File: src/rtl/udp_vlg_rx.sv
// UDP receive stage: parses the 8-byte header of an IPv4 payload, filters on
// destination port and forwards the payload with per-datagram metadata.
//
// state | meaning
// IDLE  | waiting for in_sof
// HDR   | consuming header bytes 0-7
// PLD   | forwarding payload, cnt_q bytes left
// DROP  | discarding bytes until in_eof
module udp_vlg_rx #(
   parameter logic [7:0] PROTO_UDP   = 8'd17,
   parameter bit         PORT_FILTER = 1'b1
) (
   input  logic        clk,
   input  logic        rst,
   input  logic [15:0] cfg_port,
   input  logic [7:0]  in_dat,
   input  logic        in_val,
   input  logic        in_sof,
   input  logic        in_eof,
   input  logic [7:0]  in_proto,
   input  logic [31:0] in_src_ip,
   output logic [7:0]  out_dat,
   output logic        out_val,
   output logic        out_sof,
   output logic        out_eof,
   output logic        out_err,
   output logic [15:0] out_src_port,
   output logic [15:0] out_dst_port,
   output logic [15:0] out_len,
   output logic [31:0] out_src_ip,
   output logic        stat_drop
);

   typedef enum logic [1:0] {S_IDLE, S_HDR, S_PLD, S_DROP} state_t;

   state_t      state_q, state_d;
   logic [2:0]  idx_q, idx_d;
   logic [15:0] src_q, src_d, dst_q, dst_d, len_q, len_d, cnt_q, cnt_d;
   logic        first_q, first_d;
   logic [7:0]  out_dat_q, out_dat_d;
   logic        out_val_q, out_val_d, out_sof_q, out_sof_d;
   logic        out_eof_q, out_eof_d, out_err_q, out_err_d;
   logic [15:0] out_src_port_q, out_src_port_d, out_dst_port_q, out_dst_port_d;
   logic [15:0] out_len_q, out_len_d;
   logic [31:0] out_src_ip_q, out_src_ip_d;
   logic        stat_drop_q, stat_drop_d;

   always_comb begin
      state_d        = state_q;
      idx_d          = idx_q;
      src_d          = src_q;
      dst_d          = dst_q;
      len_d          = len_q;
      cnt_d          = cnt_q;
      first_d        = first_q;
      out_dat_d      = out_dat_q;
      out_val_d      = 1'b0;
      out_sof_d      = 1'b0;
      out_eof_d      = 1'b0;
      out_err_d      = 1'b0;
      out_src_port_d = out_src_port_q;
      out_dst_port_d = out_dst_port_q;
      out_len_d      = out_len_q;
      out_src_ip_d   = out_src_ip_q;
      stat_drop_d    = 1'b0;

      if (in_val) begin
         if (in_sof) begin
            // A sof outside IDLE aborts whatever was in flight.
            if (state_q == S_PLD) out_err_d = 1'b1;
            if (state_q == S_HDR || state_q == S_PLD) stat_drop_d = 1'b1;
            idx_d = 3'd1;
            if (in_proto == PROTO_UDP) begin
               src_d[15:8] = in_dat;
               if (in_eof) begin
                  stat_drop_d = 1'b1;
                  state_d     = S_IDLE;
               end else begin
                  state_d = S_HDR;
               end
            end else begin
               state_d = in_eof ? S_IDLE : S_DROP;
            end
         end else begin
            case (state_q)
               S_HDR: begin
                  idx_d = idx_q + 3'd1;
                  case (idx_q)
                     3'd1:    src_d[7:0]  = in_dat;
                     3'd2:    dst_d[15:8] = in_dat;
                     3'd3:    dst_d[7:0]  = in_dat;
                     3'd4:    len_d[15:8] = in_dat;
                     3'd5:    len_d[7:0]  = in_dat;
                     default: ;
                  endcase
                  if (idx_q == 3'd7) begin
                     out_src_port_d = src_q;
                     out_dst_port_d = dst_q;
                     out_len_d      = (len_q < 16'd8) ? 16'd0 : len_q - 16'd8;
                     out_src_ip_d   = in_src_ip;
                     if (len_q < 16'd8 || (PORT_FILTER && dst_q != cfg_port)) begin
                        stat_drop_d = 1'b1;
                        state_d     = in_eof ? S_IDLE : S_DROP;
                     end else if (len_q == 16'd8) begin
                        state_d = in_eof ? S_IDLE : S_DROP;
                     end else if (in_eof) begin
                        stat_drop_d = 1'b1;
                        state_d     = S_IDLE;
                     end else begin
                        cnt_d   = len_q - 16'd8;
                        first_d = 1'b1;
                        state_d = S_PLD;
                     end
                  end else if (in_eof) begin
                     stat_drop_d = 1'b1;
                     state_d     = S_IDLE;
                  end
               end
               S_PLD: begin
                  out_val_d = 1'b1;
                  out_dat_d = in_dat;
                  out_sof_d = first_q;
                  first_d   = 1'b0;
                  cnt_d     = cnt_q - 16'd1;
                  if (cnt_q == 16'd1) begin
                     out_eof_d = 1'b1;
                     state_d   = in_eof ? S_IDLE : S_DROP;
                  end else if (in_eof) begin
                     out_eof_d = 1'b1;
                     out_err_d = 1'b1;
                     state_d   = S_IDLE;
                  end
               end
               S_DROP: if (in_eof) state_d = S_IDLE;
               default: ;
            endcase
         end
      end
   end

   always_ff @(posedge clk or negedge rst) begin
      if (!rst) begin
         state_q        <= S_IDLE;
         idx_q          <= 3'd0;
         src_q          <= 16'd0;
         dst_q          <= 16'd0;
         len_q          <= 16'd0;
         cnt_q          <= 16'd0;
         first_q        <= 1'b0;
         out_dat_q      <= 8'd0;
         out_val_q      <= 1'b0;
         out_sof_q      <= 1'b0;
         out_eof_q      <= 1'b0;
         out_err_q      <= 1'b0;
         out_src_port_q <= 16'd0;
         out_dst_port_q <= 16'd0;
         out_len_q      <= 16'd0;
         out_src_ip_q   <= 32'd0;
         stat_drop_q    <= 1'b0;
      end else begin
         state_q        <= state_d;
         idx_q          <= idx_d;
         src_q          <= src_d;
         dst_q          <= dst_d;
         len_q          <= len_d;
         cnt_q          <= cnt_d;
         first_q        <= first_d;
         out_dat_q      <= out_dat_d;
         out_val_q      <= out_val_d;
         out_sof_q      <= out_sof_d;
         out_eof_q      <= out_eof_d;
         out_err_q      <= out_err_d;
         out_src_port_q <= out_src_port_d;
         out_dst_port_q <= out_dst_port_d;
         out_len_q      <= out_len_d;
         out_src_ip_q   <= out_src_ip_d;
         stat_drop_q    <= stat_drop_d;
      end
   end

   assign out_dat      = out_dat_q;
   assign out_val      = out_val_q;
   assign out_sof      = out_sof_q;
   assign out_eof      = out_eof_q;
   assign out_err      = out_err_q;
   assign out_src_port = out_src_port_q;
   assign out_dst_port = out_dst_port_q;
   assign out_len      = out_len_q;
   assign out_src_ip   = out_src_ip_q;
   assign stat_drop    = stat_drop_q;

endmodule
File: config.mk
export PLATFORM = sky130hd
export DESIGN_NAME = udp_vlg_rx
export DESIGN_NICKNAME = d
export VERILOG_FILES = /design/src/rtl/udp_vlg_rx.sv
export SDC_FILE = /design/constraint.sdc
export NUM_CORES = 1
export LEC_CHECK = 0
export BUFFER_PORTS_ARGS = -buffer_cell sky130_fd_sc_hd__buf_2
export CAP_MARGIN = 10
export CORE_MARGIN = 2
export CORE_UTILIZATION = 49
export CTS_CLUSTER_SIZE = 24
export DETAILED_ROUTE_END_ITERATION = 16
export GPL_ROUTABILITY_DRIVEN = 0
export PLACE_DENSITY = 0.85
export SLEW_MARGIN = 5
export SYNTH_ARGS = -nofsm -noshare
export SYNTH_HDL_FRONTEND = slang
export SYNTH_SLANG_ARGS = --single-unit
File: constraint.sdc
create_clock -name clk -period 2.48 [get_ports clk]
set_input_delay 0.248 -clock clk [delete_from_list [all_inputs] [get_ports clk]]
set_output_delay 0.248 -clock clk [all_outputs]
set_load 0.02 [all_outputs]
==> summary.txt <==
Run status
  • Status: finished, final reports clean

Routing
  • Post-Route WL: 17400 um
  • Vias post-DR: 5451
  • Initial DRC count: a little under 400
  • Vias per cell: 5.46
  • DRC viols: 0
  • Drt first pass iters: 5
  • Antenna-violating nets left: 0
  • DR WL/cell: 17.5 um

Worst setup path
  • R2R setup slack: between 0.02 and 0.025 ns
  • CP top delay family: simple AND/OR/NAND/NOR gates
  • Number of buffers and inverters on the critical path: 1
  • CP peak stage delay: 0.43 ns
  • Worst EP arrival: 2.79 ns
  • CP max-delay cell: or4_4
  • Crit-path max FO: 8
  • Critical Path Start: state_q[1]
  • Startpoint types: register
  • Cell mode on critical path: or4_4
  • Crit. End Element: register
  • Critical path required time: 2.81 ns
  • Chain of cells forming the critical path: inv_1 -> ha_2 -> and3b_2 -> nand2_4 -> or3_1 -> or4_4 -> and2_4 -> or4_4 -> o311ai_4
  • Crit Path Class: reg -> reg
  • R2r startpoint: state_q[1]

Floorplanning
  • Row Count: 44
  • Die Width: 125 um
  • Starting Density: 49.8%
  • Die H: 125 um
  • Die Area: 0.0157 mm^2
  • Io pins: 162
  • Core area: around 0.014 mm^2

Timing
  • Setup TNS: 0 ns
  • Endpoints failing hold: 0
  • Final Max Tran Viols: 0
  • Tcrit/Tclk final: 99.1%
  • Peak Freq: 407 MHz
  • Unrepaired setup endpoints after global routing: true
  • Worst slew pin tran: 0.652 ns
  • Final min period: 2.46 ns
  • Setup Skew: 0.00732 ns
  • Rel. slew slack: 56.5%
  • Fin Hold WS: 0.0475 ns
  • Finish-stage setup viols: 0

Final layout
  • Fin util: 63.0%
  • Fin area: just over 0.009 mm^2
  • Ant. Diodes: 0
  • Share of cells above drive strength 1: a little over two fifths
  • Filler cells: 1135
  • Synth-to-Final Area Change: 26.3%
  • Fin nets: 884

Hold path
  • Worst Hold Class: in -> reg
  • HP Start: in_src_ip[22]

Global routing
  • First-pass GRT wire length: around 28000 um
  • Vias in the first global route: 5526
  • Largest net degree at the start of global routing: 87
  • GRT Util Overall: 22.9%
  • GR Overflow Total: 0
  • Initial antenna violation count: 0

Yosys
  • Post-Syn Area per Cell: ~12 um^2
  • Area leader, netlist: dfrtp_1
  • Post-Syn Nets: 692
  • Cell with the most instances after synthesis: dfrtp_1
  • Number of flops mapped to enable cells by yosys: 0
  • Synth cell types: 56
  • Share of the yosys chip area belonging to registers: a little under three fifths
  • Post-synth top area share: 56.5%
  • Syn Inst Count: 611
  • Ys flop type: dfrtp_1
  • Post-Syn Area: roughly 0.0072 mm^2
  • Syn. warnings: 0
  • Synth Register Bits: approximately 160
  • Post-synth top cells: dfrtp_1, mux2_2, nand2_1, nor2_1, o21ai_0
  • Async set-reset flop share out of synthesis: 100%
  • Most area-consuming cells after synthesis: dfrtp_1, mux2_2, nand2_1, xor2_1, ha_1

Placement
  • Placed wire-length estimate: roughly 12000 um
  • Dpl cell area: between 0.008 and 0.009 mm^2
  • PortBufs: 161

Clocking
  • TritonCTS clock tree: yes
  • Worst skew pair latency: 0.43 ns
  • Clock Sink Count: about 160
  • CTS max path bufs: 2
  • H-tree levels: 4
  • CTS Buf Count: 17
  • CTS clk-pin slew, worst paths: 0.06 ns
  • Clock Root Buffer: clkbuf_16

Job
  • Number of max-cap violations: 0

Power and ir drop
  • Worst-case vdd ir drop: 0.651 mV
  • Power Density: roughly 1100 mW/mm^2
  • Leakage: 4.88 nW
==> logic make-up after synthesis <==
family / after synthesis / share of synthesized area [%]
multiplexers: 106 / 16.5
flip-flops: 163 / 56.5
AO/OA/AOI/OAI: 84 / 7.44
adder cells (fa/ha/maj): 12 / 2.08
AND/OR/NAND/NOR: 183 / 12.0
XOR/XNOR: 27 / 3.28
buffers and inverters: 36 / 2.18
==> placed cells by master, fill, tap and decap left out, types with 4 or more instances in the layout <==
cell       count
buf_4         30
clkinv_2       4
a22o_1         4
inv_1         12
o31ai_1        4
ha_1          11
a21oi_1       17
nor4_1         7
a31oi_1        4
o21ai_0       20
nor3_1         8
mux2_2       105
xnor2_1        6
buf_2        160
nand3_1        9
nand2_1       88
or4_1          6
nor2_1        31
xor2_1        21
dfrtp_1      163
or2_2          5
bufinv_16      4
clkbuf_16     17
o21ai_1        4
or3_1          7
==> final timing paths <==
kind	depth (start not counted)	to
setup / recovery	9	cnt_q[4]
hold / removal	2	out_src_ip[22]
setup reg to reg	9	cnt_q[4]
hold reg to reg	2	out_len[5]
max in group asynchronous	3	out_len[9]
min in group asynchronous	2	out_len[0]
==> power breakdown <==
group | leakage [nW] | total (mW) | internal [mW] | switching, mW
registers | 2.19 | 3.76 | 3.27 | 0.489
logic | 2.40 | 3.67 | 1.54 | 2.13
clock network | 0.296 | 2.72 | 1.69 | 1.03
==> final cells by class <==
type	instances	area, um^2	area share (%)
clock buffer	20	447	4.90
clock inverter	10	156	1.72
inverter	14	52.6	0.576
multi-input combinational	412	3050	33.5
sequential	163	4080	44.7
tap	184	230	2.53
timing repair buffer	195	1100	12.1
==> state kept, by name, summed over array words and instances (netlist names), 8 cells and up <==
name and cells:
out_src_ip 32, out_dst_port 16, out_dat 8, len_q 16, out_len 16, cnt_q 16
dst_q 16, src_q 16, out_src_port 16
==> metrics by stage <==
step	instances	total power, mW	setup WS, ns
5_1_grt	998	10.7	-0.0849
4_1_cts	998	10.0	-0.00829
6_report	998	10.1	0.0234
2_1_floorplan	611	6.00	-0.159
3_5_place_dp	967	7.30	0.000104
3_3_place_gp	967	7.18	0.0299
==> repair_timing <==
action / 4_1_cts / 5_1_grt
pin swaps: 0 / 4
setup buffers: 0 / 0
gates resized for setup: 1 / 20
hold buffers: 1 / 0
endpoints found under the hold margin: 64 / 0
setup endpoints to repair: 2 / 13
==> routing by layer <==
layer | up-vias | GRT usage (%) | part of all wire, %
met1 | 2697 | 29.4 | 41
li1 | 2534 | - | -
met2 | 192 | 36.0 | 49
met5 | - | 0 | 0
met3 | 28 | 7.74 | 7.9
met4 | 0 | 9.22 | 1.9
Power figures use the tool's default switching activity.
